## src/rtl/soc_ram_arb_pkg.sv

```systemverilog
// Shared types and constants for the two-requester RAM arbiter.
package soc_ram_arb_pkg;

  typedef enum logic [1:0] {
    UNLOCKED = 2'd0,
    LOCK0    = 2'd1,
    LOCK1    = 2'd2
  } lock_e;

  localparam logic REQ0         = 1'b0;
  localparam logic REQ1         = 1'b1;
  localparam int   LOCK_MAX_DEF = 15;

endpackage

```

## src/rtl/soc_ram_arb_rr.sv

```systemverilog
// Two-way grant pick: honours lock ownership, then breaks ties by round robin.
// SOC_RAM_ARB_FIXED_PRI_EN: requester 1 always wins ties and last_gnt is dropped.
module soc_ram_arb_rr
  import soc_ram_arb_pkg::*;
(
  input  logic [1:0] vld,
`ifndef SOC_RAM_ARB_FIXED_PRI_EN
  input  logic       last_gnt,
`endif
  input  lock_e      lock_st,
  output logic [1:0] gnt
);

  logic tie_win;

`ifdef SOC_RAM_ARB_FIXED_PRI_EN
  assign tie_win = REQ1;
`else
  assign tie_win = ~last_gnt;
`endif

  // A locked owner excludes the other side even while it is idle
  always_comb begin
    gnt = 2'b00;
    case (lock_st)
      LOCK0:   gnt[0] = vld[0];
      LOCK1:   gnt[1] = vld[1];
      default: begin
        if (&vld) gnt[tie_win] = 1'b1;
        else      gnt          = vld;
      end
    endcase
  end

endmodule

```

## src/rtl/soc_ram_arb.sv

```systemverilog
// Shares one single-port synchronous RAM between two requesters: one access
// per cycle, read data tagged back one cycle later, optional lock for RMW.
// SOC_RAM_ARB_FIXED_PRI_EN selects fixed priority (requester 1) for ties.
module soc_ram_arb
  import soc_ram_arb_pkg::*;
#(
  parameter int DATAWIDTH = 32,
  parameter int ADDRWIDTH = 14,
  parameter int LOCK_MAX  = LOCK_MAX_DEF
) (
  input  logic                 clk,
  input  logic                 rst_b,
  input  logic                 req0_vld,
  input  logic                 req0_we,
  input  logic                 req0_lock,
  input  logic [ADDRWIDTH-1:0] req0_addr,
  input  logic [DATAWIDTH-1:0] req0_wdata,
  output logic                 req0_gnt,
  output logic                 req0_rvld,
  output logic [DATAWIDTH-1:0] req0_rdata,
  input  logic                 req1_vld,
  input  logic                 req1_we,
  input  logic                 req1_lock,
  input  logic [ADDRWIDTH-1:0] req1_addr,
  input  logic [DATAWIDTH-1:0] req1_wdata,
  output logic                 req1_gnt,
  output logic                 req1_rvld,
  output logic [DATAWIDTH-1:0] req1_rdata,
  output logic [ADDRWIDTH-1:0] ram_addr,
  output logic [DATAWIDTH-1:0] ram_wdata,
  output logic                 ram_we,
  input  logic [DATAWIDTH-1:0] ram_rdata,
  output logic                 arb_busy
);

  localparam int CW = $clog2(LOCK_MAX + 1);

  logic [1:0]                vld, we, lock, gnt, rvld;
  logic [1:0][ADDRWIDTH-1:0] addr;
  logic [1:0][DATAWIDTH-1:0] wdata, rdata;
  logic                      win, any_gnt;
  logic [ADDRWIDTH-1:0]      addr_q;
  logic [DATAWIDTH-1:0]      wdata_q;
  logic                      rd_pend, rd_tag;
  lock_e                     lock_st, lock_nxt;
  logic [CW-1:0]             lock_cnt, lock_cnt_nxt;

  assign vld   = {req1_vld, req0_vld};
  assign we    = {req1_we, req0_we};
  assign lock  = {req1_lock, req0_lock};
  assign addr  = {req1_addr, req0_addr};
  assign wdata = {req1_wdata, req0_wdata};

  assign {req1_gnt, req0_gnt}     = gnt;
  assign {req1_rvld, req0_rvld}   = rvld;
  assign {req1_rdata, req0_rdata} = rdata;

  assign any_gnt = |gnt;
  assign win     = gnt[1];

`ifndef SOC_RAM_ARB_FIXED_PRI_EN
  logic last_gnt;

  // Round-robin history; a forced lock break hands the next tie to the other side
  always_ff @(posedge clk or negedge rst_b)
    if (!rst_b)                                             last_gnt <= REQ1;
    else if (any_gnt)                                       last_gnt <= win;
    else if (lock_st != UNLOCKED && lock_nxt == UNLOCKED)   last_gnt <= (lock_st == LOCK1);
`endif

  soc_ram_arb_rr u_pick (
    .vld      (vld),
`ifndef SOC_RAM_ARB_FIXED_PRI_EN
    .last_gnt (last_gnt),
`endif
    .lock_st  (lock_st),
    .gnt      (gnt)
  );

  // RAM port follows the winner; address/data hold when idle so the RAM
  // keeps re-reading the same word instead of wandering
  assign ram_addr  = any_gnt ? addr[win]  : addr_q;
  assign ram_wdata = any_gnt ? wdata[win] : wdata_q;
  assign ram_we    = any_gnt & we[win];
  assign arb_busy  = any_gnt | rd_pend;

  // Lock entry on a locked grant; exit on an unlocked owner grant or budget expiry
  always_comb begin
    lock_nxt     = lock_st;
    lock_cnt_nxt = '0;
    case (lock_st)
      UNLOCKED: if (any_gnt && lock[win]) lock_nxt = win ? LOCK1 : LOCK0;
      LOCK0, LOCK1: begin
        lock_cnt_nxt = lock_cnt + 1'b1;
        if ((any_gnt && !lock[win]) || lock_cnt == CW'(LOCK_MAX - 1)) begin
          lock_nxt     = UNLOCKED;
          lock_cnt_nxt = '0;
        end
      end
      default:  lock_nxt = UNLOCKED;
    endcase
  end

  // Lock state register
  always_ff @(posedge clk or negedge rst_b)
    if (!rst_b) begin
      lock_st  <= UNLOCKED;
      lock_cnt <= '0;
    end else begin
      lock_st  <= lock_nxt;
      lock_cnt <= lock_cnt_nxt;
    end

  // Read tag pipeline plus idle hold of the RAM address/data
  always_ff @(posedge clk or negedge rst_b)
    if (!rst_b) begin
      rd_pend <= 1'b0;
      rd_tag  <= REQ0;
      addr_q  <= '0;
      wdata_q <= '0;
    end else begin
      rd_pend <= any_gnt & ~we[win];
      if (any_gnt) begin
        rd_tag  <= win;
        addr_q  <= ram_addr;
        wdata_q <= ram_wdata;
      end
    end

  for (genvar n = 0; n < 2; n++) begin : g_ret
    logic [DATAWIDTH-1:0] held;

    assign rvld[n]  = rd_pend & (rd_tag == (n != 0 ? REQ1 : REQ0));
    assign rdata[n] = rvld[n] ? ram_rdata : held;

    // Each requester keeps its last returned word until its next return
    always_ff @(posedge clk or negedge rst_b)
      if (!rst_b)       held <= '0;
      else if (rvld[n]) held <= ram_rdata;
  end

endmodule

```

## config.mk

```make
export PLATFORM = sky130hd
export DESIGN_NAME = soc_ram_arb
export DESIGN_NICKNAME = d
export VERILOG_FILES = /design/src/rtl/soc_ram_arb_pkg.sv /design/src/rtl/soc_ram_arb_rr.sv /design/src/rtl/soc_ram_arb.sv
export SDC_FILE = /design/constraint.sdc
export NUM_CORES = 1
export LEC_CHECK = 0
export ABC_AREA = 1
export BUFFER_PORTS_ARGS = -buffer_cell sky130_fd_sc_hd__buf_2
export CELL_PAD_IN_SITES_DETAIL_PLACEMENT = 1
export CELL_PAD_IN_SITES_GLOBAL_PLACEMENT = 2
export CORE_MARGIN = 1.5
export CORE_UTILIZATION = 26
export DETAILED_ROUTE_END_ITERATION = 16
export PLACE_DENSITY = 0.87
export SYNTH_ARGS = -nofsm -noshare
export SYNTH_HDL_FRONTEND = slang
export SYNTH_SLANG_ARGS = --single-unit
```

## constraint.sdc

```tcl
create_clock -name clk -period 2.68 [get_ports clk]
set_clock_uncertainty 0.05 [all_clocks]
set_input_delay 0.536 -clock clk [delete_from_list [all_inputs] [get_ports clk]]
set_output_delay 0.536 -clock clk [all_outputs]
set_load 0.005 [all_outputs]
```

== After elaboration in Yosys (flattened, before gate mapping) ==
Index checks and enable logic that the tools add are counted.

* Register bits after elaboration: 119
* Output and inout bits: 116

* Add/subtract/negate cells: 1
* Magnitude comparators: 3
* Eq/ne operators: 3
* Multiplexer cells: 25
* Bitwise logic cells: 8
* Reductions and logical operators: 13

{| class="wikitable"
|+ Operator list
! cell !! count
|-
| 32-bit two-way mux || 5
|-
| 14-bit two-way mux || 3
|-
| 2-bit two-way mux || 4
|-
| 4-bit two-way mux || 2
|-
| 1-bit two-way mux || 7
|-
| 4-bit by 1-bit adder with 4-bit output, second input constant || 1
|-
| 1-bit bitwise AND || 4
|-
| 4-bit equality test, second input constant || 1
|-
| 1-bit logical AND || 4
|-
| 2-bit logical NOT || 2
|-
| 1-bit by 2-bit < comparator with 1-bit output, second input constant || 2
|-
| 1-bit case mux with 2 select lines || 2
|-
| 2-bit case mux with 2 select lines || 1
|-
| 2-bit nonzero test || 2
|-
| 2-bit OR reduction || 2
|-
| 1-bit NOT || 3
|-
| 2-bit by 1-bit equality test with 1-bit output, second input constant || 1
|-
| 2-bit equality test, second input constant || 1
|-
| 2-bit AND reduction || 1
|-
| 1-bit demux with 1-bit select || 1
|-
| 1-bit >= comparator, second input constant || 1
|-
| 1-bit logical NOT || 1
|-
| 1-bit logical OR || 1
|-
| 1-bit bitwise OR || 1
|}

== Longest topological paths before layout ==
Gate-level depths: netlist of the first run.

* Depth after elaboration: 18
* Mapped depth: 16
* Gate-level depth less buffers: 16

== Cells and area by module ==
A second synthesis of the first run with hierarchy kept.

* Cells, all modules: 619
* Area total of the unflattened synthesis: 5222.5 µm²

{| class="wikitable"
|+ Modules (own cells, without submodules)
! module !! times used !! cells an instance !! area each (µm²)
|-
| soc_ram_arb || 1 || 605 || 5149.9
|-
| soc_ram_arb_rr || 1 || 14 || 72.6
|}

== Worst setup path after synthesis of the first run ==
No wires, ideal clock.

* Kind: register to output
* From: register lock_st[0]
* To: output ram_wdata[24]
* Arrival time: 1.686 ns
* Data required time: 2.094 ns
* Setup slack: 0.408 ns
* Stages on the path, launching flop included: 10
* Buffers on the path: 2
* Cells stage by stage: dfrtp_1 > inv_1 > ha_1 > inv_2 > nand3_2 > nand3_4 > buf_2 > buf_2 > nor2_1 > o21ai_0

* Word-level cells in the longest chain between the ends: 5

{| class="wikitable"
|+ Ends and longest elaborated chain
! item !! RTL line !! text
|-
| start: declaration || soc_ram_arb.sv:45 || <nowiki>lock_e lock_st, lock_nxt;</nowiki>
|-
| start signal: assignment || soc_ram_arb.sv:110 || <nowiki>lock_st <= lock_nxt;</nowiki>
|-
| 2-bit equality test / 2-bit by 1-bit equality test with 1-bit output (equally long branches) || soc_ram_arb_rr.sv:25 || <nowiki>case (lock_st)</nowiki>
|-
| 1-bit case mux with 2 select lines || soc_ram_arb_rr.sv:25 ||
|-
| 32-bit two-way mux (implied by the code) (2 in series) || soc_ram_arb.sv:83 || <nowiki>assign ram_wdata = any_gnt ? wdata[win] : wdata_q;</nowiki>
|-
| 32-bit two-way mux (*) || soc_ram_arb.sv:83 ||
|-
| end: declaration || soc_ram_arb.sv:30 || <nowiki>output logic [DATAWIDTH-1:0] ram_wdata,</nowiki>
|}

Every way passes the cells marked *; elsewhere a longest branch is shown, timed or not. The select of a mux whose other input is x is not followed.

== Worst setup path in the final report of the first run ==
* From: register lock_st[1]
* To: output ram_wdata[12]

The elaborated chain is that of the path after synthesis.

==> run metrics, run 1 <==
Slew headroom 60.9%; Mapped Area 0.00532 sq mm; die height roughly 150 um; global-route usage over all layers 18.0%; CP max stage cell dfrtp_1; Setup Crit Path Kind reg2out; Startpoint Class flip-flop; GRT overflow 0; M1 wire length 8210 um; max cap viols 0; FF-to-FF path depth 17; Routability Congestion 0.775; non-filler cells, final 1166; # port buffers around 250; CP top delay family buffers and inverters; die area 0.0213 sq mm; Peak Freq around 360 MHz; Hold Vio Cnt, Final 0; Clock Tree Buf Depth 2; post-layout util 40.1%; antenna violations before repair 0; Lkg Pwr 4.16 nW; post-synthesis register bit count 119; Routed Antenna Nets 0; dpl hpwl ~13000 um; WL/cell 16.3 um; drt first pass iters 4; commonest non-fill, non-tap cell in the layout buf_2; Core Box Area slightly above 0.02 sq mm; VDD IR max 437 uV; HP Class in2async; # setup viols final 48; Yosys warning count 0; fin nets 1022; Worst EP required 2.09 ns; WP data arrival between 2 and 2.5 ns; Post-CTS Hold Buffers 0; Levels on crit path 11; clk root buf clkbuf_16; later-pin clock latency in the skew report 0.42 ns; Design Power 0.0112 W; global-route wire length before repair 30000 um; fin. max-slew vios 0; Hold Slack between 0.07 and 0.08 ns; CTS Buf Count 17; Vias/cell 4.53; Setup crit start lock_st[1]; Ports roughly 250; vias 5286; pre-CTS WS 0.116 ns; power density cells 1390 mW/mm^2; Worst-Margin Slew about 0.59 ns; # diodes 0; Final WS setup -0.133 ns; crit end category primary output; period utilisation layout 105%; largest net degree at the start of global routing 66; CP dominant cell by count buf_12; row count 52; critical path's largest stage delay 0.37 ns; Yosys cell types 27; Placed Cells 1116; crit path max fanout 9; htree depth 4; Remaining DRCs 0; Iter 0 DRT Violations 93; sequential area share after synthesis between 50% and 60%; final wirelength approximately 19000 um; violated checks negative setup slack; Area Growth Syn to Fin 52.2%; Initial Util 26.4%; outcome complete, but fails checks; most frequent cells in the layout buf_2 (244), nand2_1 (122), dfrtp_1 (118), o21ai_0 (112), o21ai_1 (70); vias in the first global route between 5k and 6k; RSZ-0062 raised after global routing yes; max layer used met4; Crit Reg-Reg Startpoint lock_st[1]; met2 wire len 9020 um; Mean Syn Cell Area roughly 8.6 sq um; Die Span X about 150 um; TritonCTS clock tree yes; Synth Net Count approximately 750; Syn Inst Count between 600 and 700; Critical Path, Cell by Cell inv_2, ha_4, inv_4, nand3_2, nand3_4, nand2_8, buf_12, buf_12, o21ai_2, o21ai_1, buf_2; share of cells above drive strength 1 40.4%; met3 WL 1560 um; clock slew at reported path FFs 0.07 ns; post-route minimum period 2.81 ns; WP buf/inv 5; CTS Sinks 119
where the power goes:
group,switching (W),internal [W],leakage (nW)
Clock,0.000885,0.00159,0.307
Combinational,0.00323,0.00258,2.40
Sequential,0.000257,0.00269,1.46
routing by layer:
layer	GRT usage, %	up-vias
li1	-	2556
met1	20.9	2515
met2	30.9	196
met3	6.34	19
met4	6.01	0
met5	0	-
cells by family after synthesis:
logic type | after synthesis | share of synthesized area, %
XOR/XNOR | 2 | 0.329
buffers and inverters | 84 | 6.94
AND/OR/NAND/NOR | 198 | 14.8
flip-flops | 119 | 56.0
AO/OA/AOI/OAI | 207 | 20.5
adder cells (fa/ha/maj) | 6 | 1.41
layout make-up:
| class | instances | area (sq um) |
|---|---|---|
| tap | 270 | 338 |
| timing repair buffer | 282 | 1840 |
| clock inverter | 13 | 194 |
| multi-input combinational | 413 | 2090 |
| sequential | 119 | 2980 |
| inverter | 51 | 214 |
| clock buffer | 18 | 439 |
| fill | 2459 | 12100 |
synthesized netlist by cell type:
cell | instances | area share (%)
nand3_2 | 1 | 0.19
nand3_4 | 1 | 0.33
buf_4 | 6 | 0.85
a21oi_4 | 1 | 0.31
dfrtp_1 | 118 | 56
xor2_1 | 1 | 0.16
xnor2_1 | 1 | 0.16
nand2_2 | 2 | 0.24
a21oi_1 | 1 | 0.094
a21boi_0 | 1 | 0.14
o21ai_2 | 10 | 1.6
or2_1 | 1 | 0.12
a31oi_1 | 1 | 0.12
o21ai_1 | 36 | 3.4
nor2_1 | 57 | 4.0
nand2_1 | 127 | 9.0
nand3_1 | 7 | 0.66
inv_1 | 47 | 3.3
inv_2 | 4 | 0.28
dfstp_2 | 1 | 0.49
clkbuf_1 | 17 | 1.2
o21ai_0 | 157 | 15
buf_2 | 7 | 0.66
nand2_4 | 1 | 0.21
nand4_1 | 1 | 0.12
ha_1 | 6 | 1.4
buf_6 | 3 | 0.64
per-stage QoR:
stage               setup TNS, ns  cell area (sq um)
CTS                         -4.70               7890
floorplan                       0               5320
finish                      -4.14               8090
detailed placement              0               6920
global route                -9.87               8090
global placement                0               6920
timing repair:
item	4_1_cts	5_1_grt
endpoints found under the setup margin	79	49
cloned	5	6
setup buffers	8	1
pin swaps	3	6
gates resized for setup	74	29
worst paths after layout:
kind	end	slack, ns
min in group clk	wdata_q[11]	0.35
max in group asynchronous	last_gnt	1.80
max reg2reg	last_gnt	0.43
min reg2reg	addr_q[13]	0.43
max	ram_wdata[12]	-0.13
min	g_ret[0].held[8]	0.08
registers in the layout (all words and copies together) (netlist names):
name / count
rd_tag: 1
g_ret.held: 64
lock_st: 2
rd_pend: 1
wdata_q: 32
lock_cnt: 4
addr_q: 14
last_gnt: 1
No activity file was read; power rests on OpenSTA's default activity.
==> run 2: changes to the inputs <==
--- a/config.mk
+++ b/config.mk
@@ -5,14 +5,13 @@
 export SDC_FILE = /design/constraint.sdc
 export NUM_CORES = 1
 export LEC_CHECK = 0
-export ABC_AREA = 1
 export BUFFER_PORTS_ARGS = -buffer_cell sky130_fd_sc_hd__buf_2
 export CELL_PAD_IN_SITES_DETAIL_PLACEMENT = 1
 export CELL_PAD_IN_SITES_GLOBAL_PLACEMENT = 2
 export CORE_MARGIN = 1.5
-export CORE_UTILIZATION = 26
+export CORE_UTILIZATION = 27
 export DETAILED_ROUTE_END_ITERATION = 16
-export PLACE_DENSITY = 0.87
+export PLACE_DENSITY = 0.85
 export SYNTH_ARGS = -nofsm -noshare
 export SYNTH_HDL_FRONTEND = slang
 export SYNTH_SLANG_ARGS = --single-unit
==> run 2 against run 1 <==
The run still ends with negative setup slack left. Design area up 9.2%. Utilization is 5.3 points higher. Count of clock-buffer cells in the layout is 1 lower. Synthesized area increased by 0.59%. Die area decreased by 3.1%. Register-to-register slack better by 0.17 ns. Hold slack improved by 0.25 ns. Critical path depth fell by 2. Largest power group unchanged.
==> run metrics, run 2 <==
Initial Util 27.5%; reg-to-reg slack, setup 0.60 ns; most frequent cells in the layout buf_2 (245), dfrtp_1 (118), a31oi_1 (84), mux2_2 (64), nor2_1 (49); vias 5194; pre-CTS WS -0.0849 ns; Yosys warning count 0; HP Class in2reg; Synth Area in Simple Gates 12.6%; RSZ-0062 raised after global routing yes; commonest non-fill, non-tap cell in the layout buf_2; Post-Synth Adder-Cell Area 1.40%; period utilisation layout 108%; htree depth 4; CTS Buf Count 17; Mapped Area 0.00535 sq mm; Biggest register g_ret.held; Startpoint Class flip-flop; max cap viols 0; largest net degree at the start of global routing 72; global-route usage over all layers 16.8%; clock power share 20.0%; Remaining DRCs 0; footprint of the multi-input gates 0.00270 sq mm; Hold Vio Cnt, Final 0; Worst-Margin Slew ~0.43 ns; internal power 0.00793 W; FF-to-FF path depth 7; # port buffers between 200 and 250; die area 0.0207 sq mm; Routed Antenna Nets 0; Iter 0 DRT Violations 82; power density cells 1440 mW/mm^2; Synth Net Count 642; Sw Share a little under two fifths; Gate power share a little under three fifths; Core Box Area 0.0195 sq mm; post-route minimum period 2.89 ns; Setup crit start lock_st[1]; Lkg Pwr 4.26 nW; multiplexer area fraction after synthesis 13.8%; Net Switching roughly 0.0048 W; clk root buf clkbuf_16; Die Span X around 140 um; later-pin clock latency in the skew report between 0.4 and 0.5 ns; Clock Tree Buf Depth 2; max reg flops between 60 and 70; Area Growth Syn to Fin 65.2%; crit path max fanout 6; Seq pwr share 23.7%; ys async rst share 100%; Worst Hold End g_ret[0].held[9]; Peak Freq 346 MHz; Mean Syn Cell Area 10.6 sq um; fin. max-slew vios 0; Final WS setup -0.213 ns; die height 144 um; fin nets about 940; VDD IR max 532 uV; Worst EP required approximately 2.1 ns; Top Registers g_ret.held: 64 flops, wdata_q: 32 flops, addr_q: 14 flops; Synth top area share about 55%; # setup viols final between 40 and 50; sequential area share after synthesis between 50% and 60%; clock slew at reported path FFs 0.06 ns; Slew headroom 71.0%; crit end category primary output; GRT overflow 0; TritonCTS clock tree yes; drt first pass iters 4; dpl cell area 0.00697 sq mm; top-count cell post-synth dfrtp_1; Top FF cell, synth dfrtp_1; dpl hpwl about 12000 um; WP data arrival 2.31 ns; design area around 0.009 sq mm; most common library cells after synthesis dfrtp_1 (118), a31oi_1 (94), nand2_1 (87); violated checks negative setup slack; share of cells above drive strength 1 60.9%; Synth Area in Compound Gates 12.3%; WL/cell 18.8 um; EDFF count, synth 0; post-synthesis register bit count 119; vias in the first global route 4970; hold path depth 2; Setup Crit Path Kind reg2out; Vias/cell 4.82; Syn Inst Count about 500; Reg area 0.00298 sq mm; antenna violations before repair 2; final wirelength 20300 um; CTS Sinks 119; Fill cells 2189; Ports ~250; main combinational cell family by area after synthesis multiplexers; Area contributors post-synth dfrtp_1 (55%), mux2_2 (13%), a31oi_1 (11%); Routability Congestion between 0.7 and 0.8; Synth area leader dfrtp_1; R2R Path End lock_st[1]; Crit Reg-Reg Startpoint lock_st[1]; row count 51; global-route wire length before repair around 27000 um; outcome complete, but fails checks; Post-Synth XOR/XNOR Area 0.327%; Worst Hold Launch ram_rdata[9]; Yosys cell types 34
[run 2: power groups by stage]
stage                     registers (W)  logic (W)  clock network, W
after floorplan                 0.00290    0.00305                 0
after global placement          0.00295    0.00508                 0
after detailed placement        0.00299    0.00517                 0
after CTS                       0.00297    0.00590           0.00261
after global routing            0.00312    0.00779           0.00269
final                           0.00302    0.00716           0.00255
[run 2: worst max-delay path by stage]
stage	end	slack [ns]	depth (start not counted)
after CTS	ram_wdata[5]	-0.18	11
after global routing	ram_addr[5]	-0.36	9
after detailed placement	ram_wdata[0]	-0.08	9
final	ram_addr[5]	-0.21	9
after global placement	ram_wdata[23]	-0.02	9
after floorplan	ram_wdata[10]	0.25	11
[run 2: cell type report]
cell class	count	area share [%]
Tap cell	265	3.75
Timing Repair Buffer	306	23.9
Sequential cell	119	33.7
Clock inverter	14	2.50
Timing Repair inverter	1	0.184
Multi-Input combinational cell	343	30.5
Clock buffer	17	4.81
Antenna cell	2	0.0566
Inverter	10	0.594
[run 2: what timing repair did]
| item | in CTS | in global routing |
|---|---|---|
| pin swaps | 3 | 59 |
| endpoints found under the setup margin | 49 | 48 |
| endpoints found under the hold margin | 18 | 0 |
| gates resized for setup | 27 | 113 |
| buffers inserted | 8 | 19 |
| hold buffers | 1 | 0 |
| cloned | 5 | 16 |
[run 2: per-stage QoR]
stage	TNS, ns	power [W]	cells	hold WS (ns)	utilization (%)
after floorplan	0	0.00596	504	0.190	-
after global placement	-0.0318	0.00803	999	0.389	35.8
after detailed placement	-1.60	0.00817	999	0.391	35.8
after CTS	-6.64	0.0115	1044	0.319	40.9
after global routing	-14.34	0.0136	1076	0.320	45.4
final	-8.24	0.0127	1077	0.329	45.4
[run 2: cells by family after synthesis]
logic type	count (synthesis)
multiplexers	66
flip-flops	119
AND/OR/NAND/NOR	163
AO/OA/AOI/OAI	105
XOR/XNOR	2
adder cells (fa/ha/maj)	6
buffers and inverters	43
[run 2: critical path, cell delays in order (launching register included)]
cell     delay [ns]
dfrtp_1        0.39
inv_2          0.09
ha_4           0.23
nor3b_4        0.20
buf_4          0.15
or2_4          0.24
buf_8          0.18
nand2_1        0.08
a31oi_1        0.18
buf_2          0.14
[run 2: layer usage]
| metal | track usage, % | wire length [um] | vias up |
|---|---|---|---|
| met5 | 0 | 0 | - |
| met4 | 5.26 | 269 | 0 |
| met3 | 6.13 | 1720 | 25 |
| met2 | 27.7 | 9980 | 221 |
| met1 | 20.4 | 8290 | 2567 |
| li1 | - | - | 2381 |
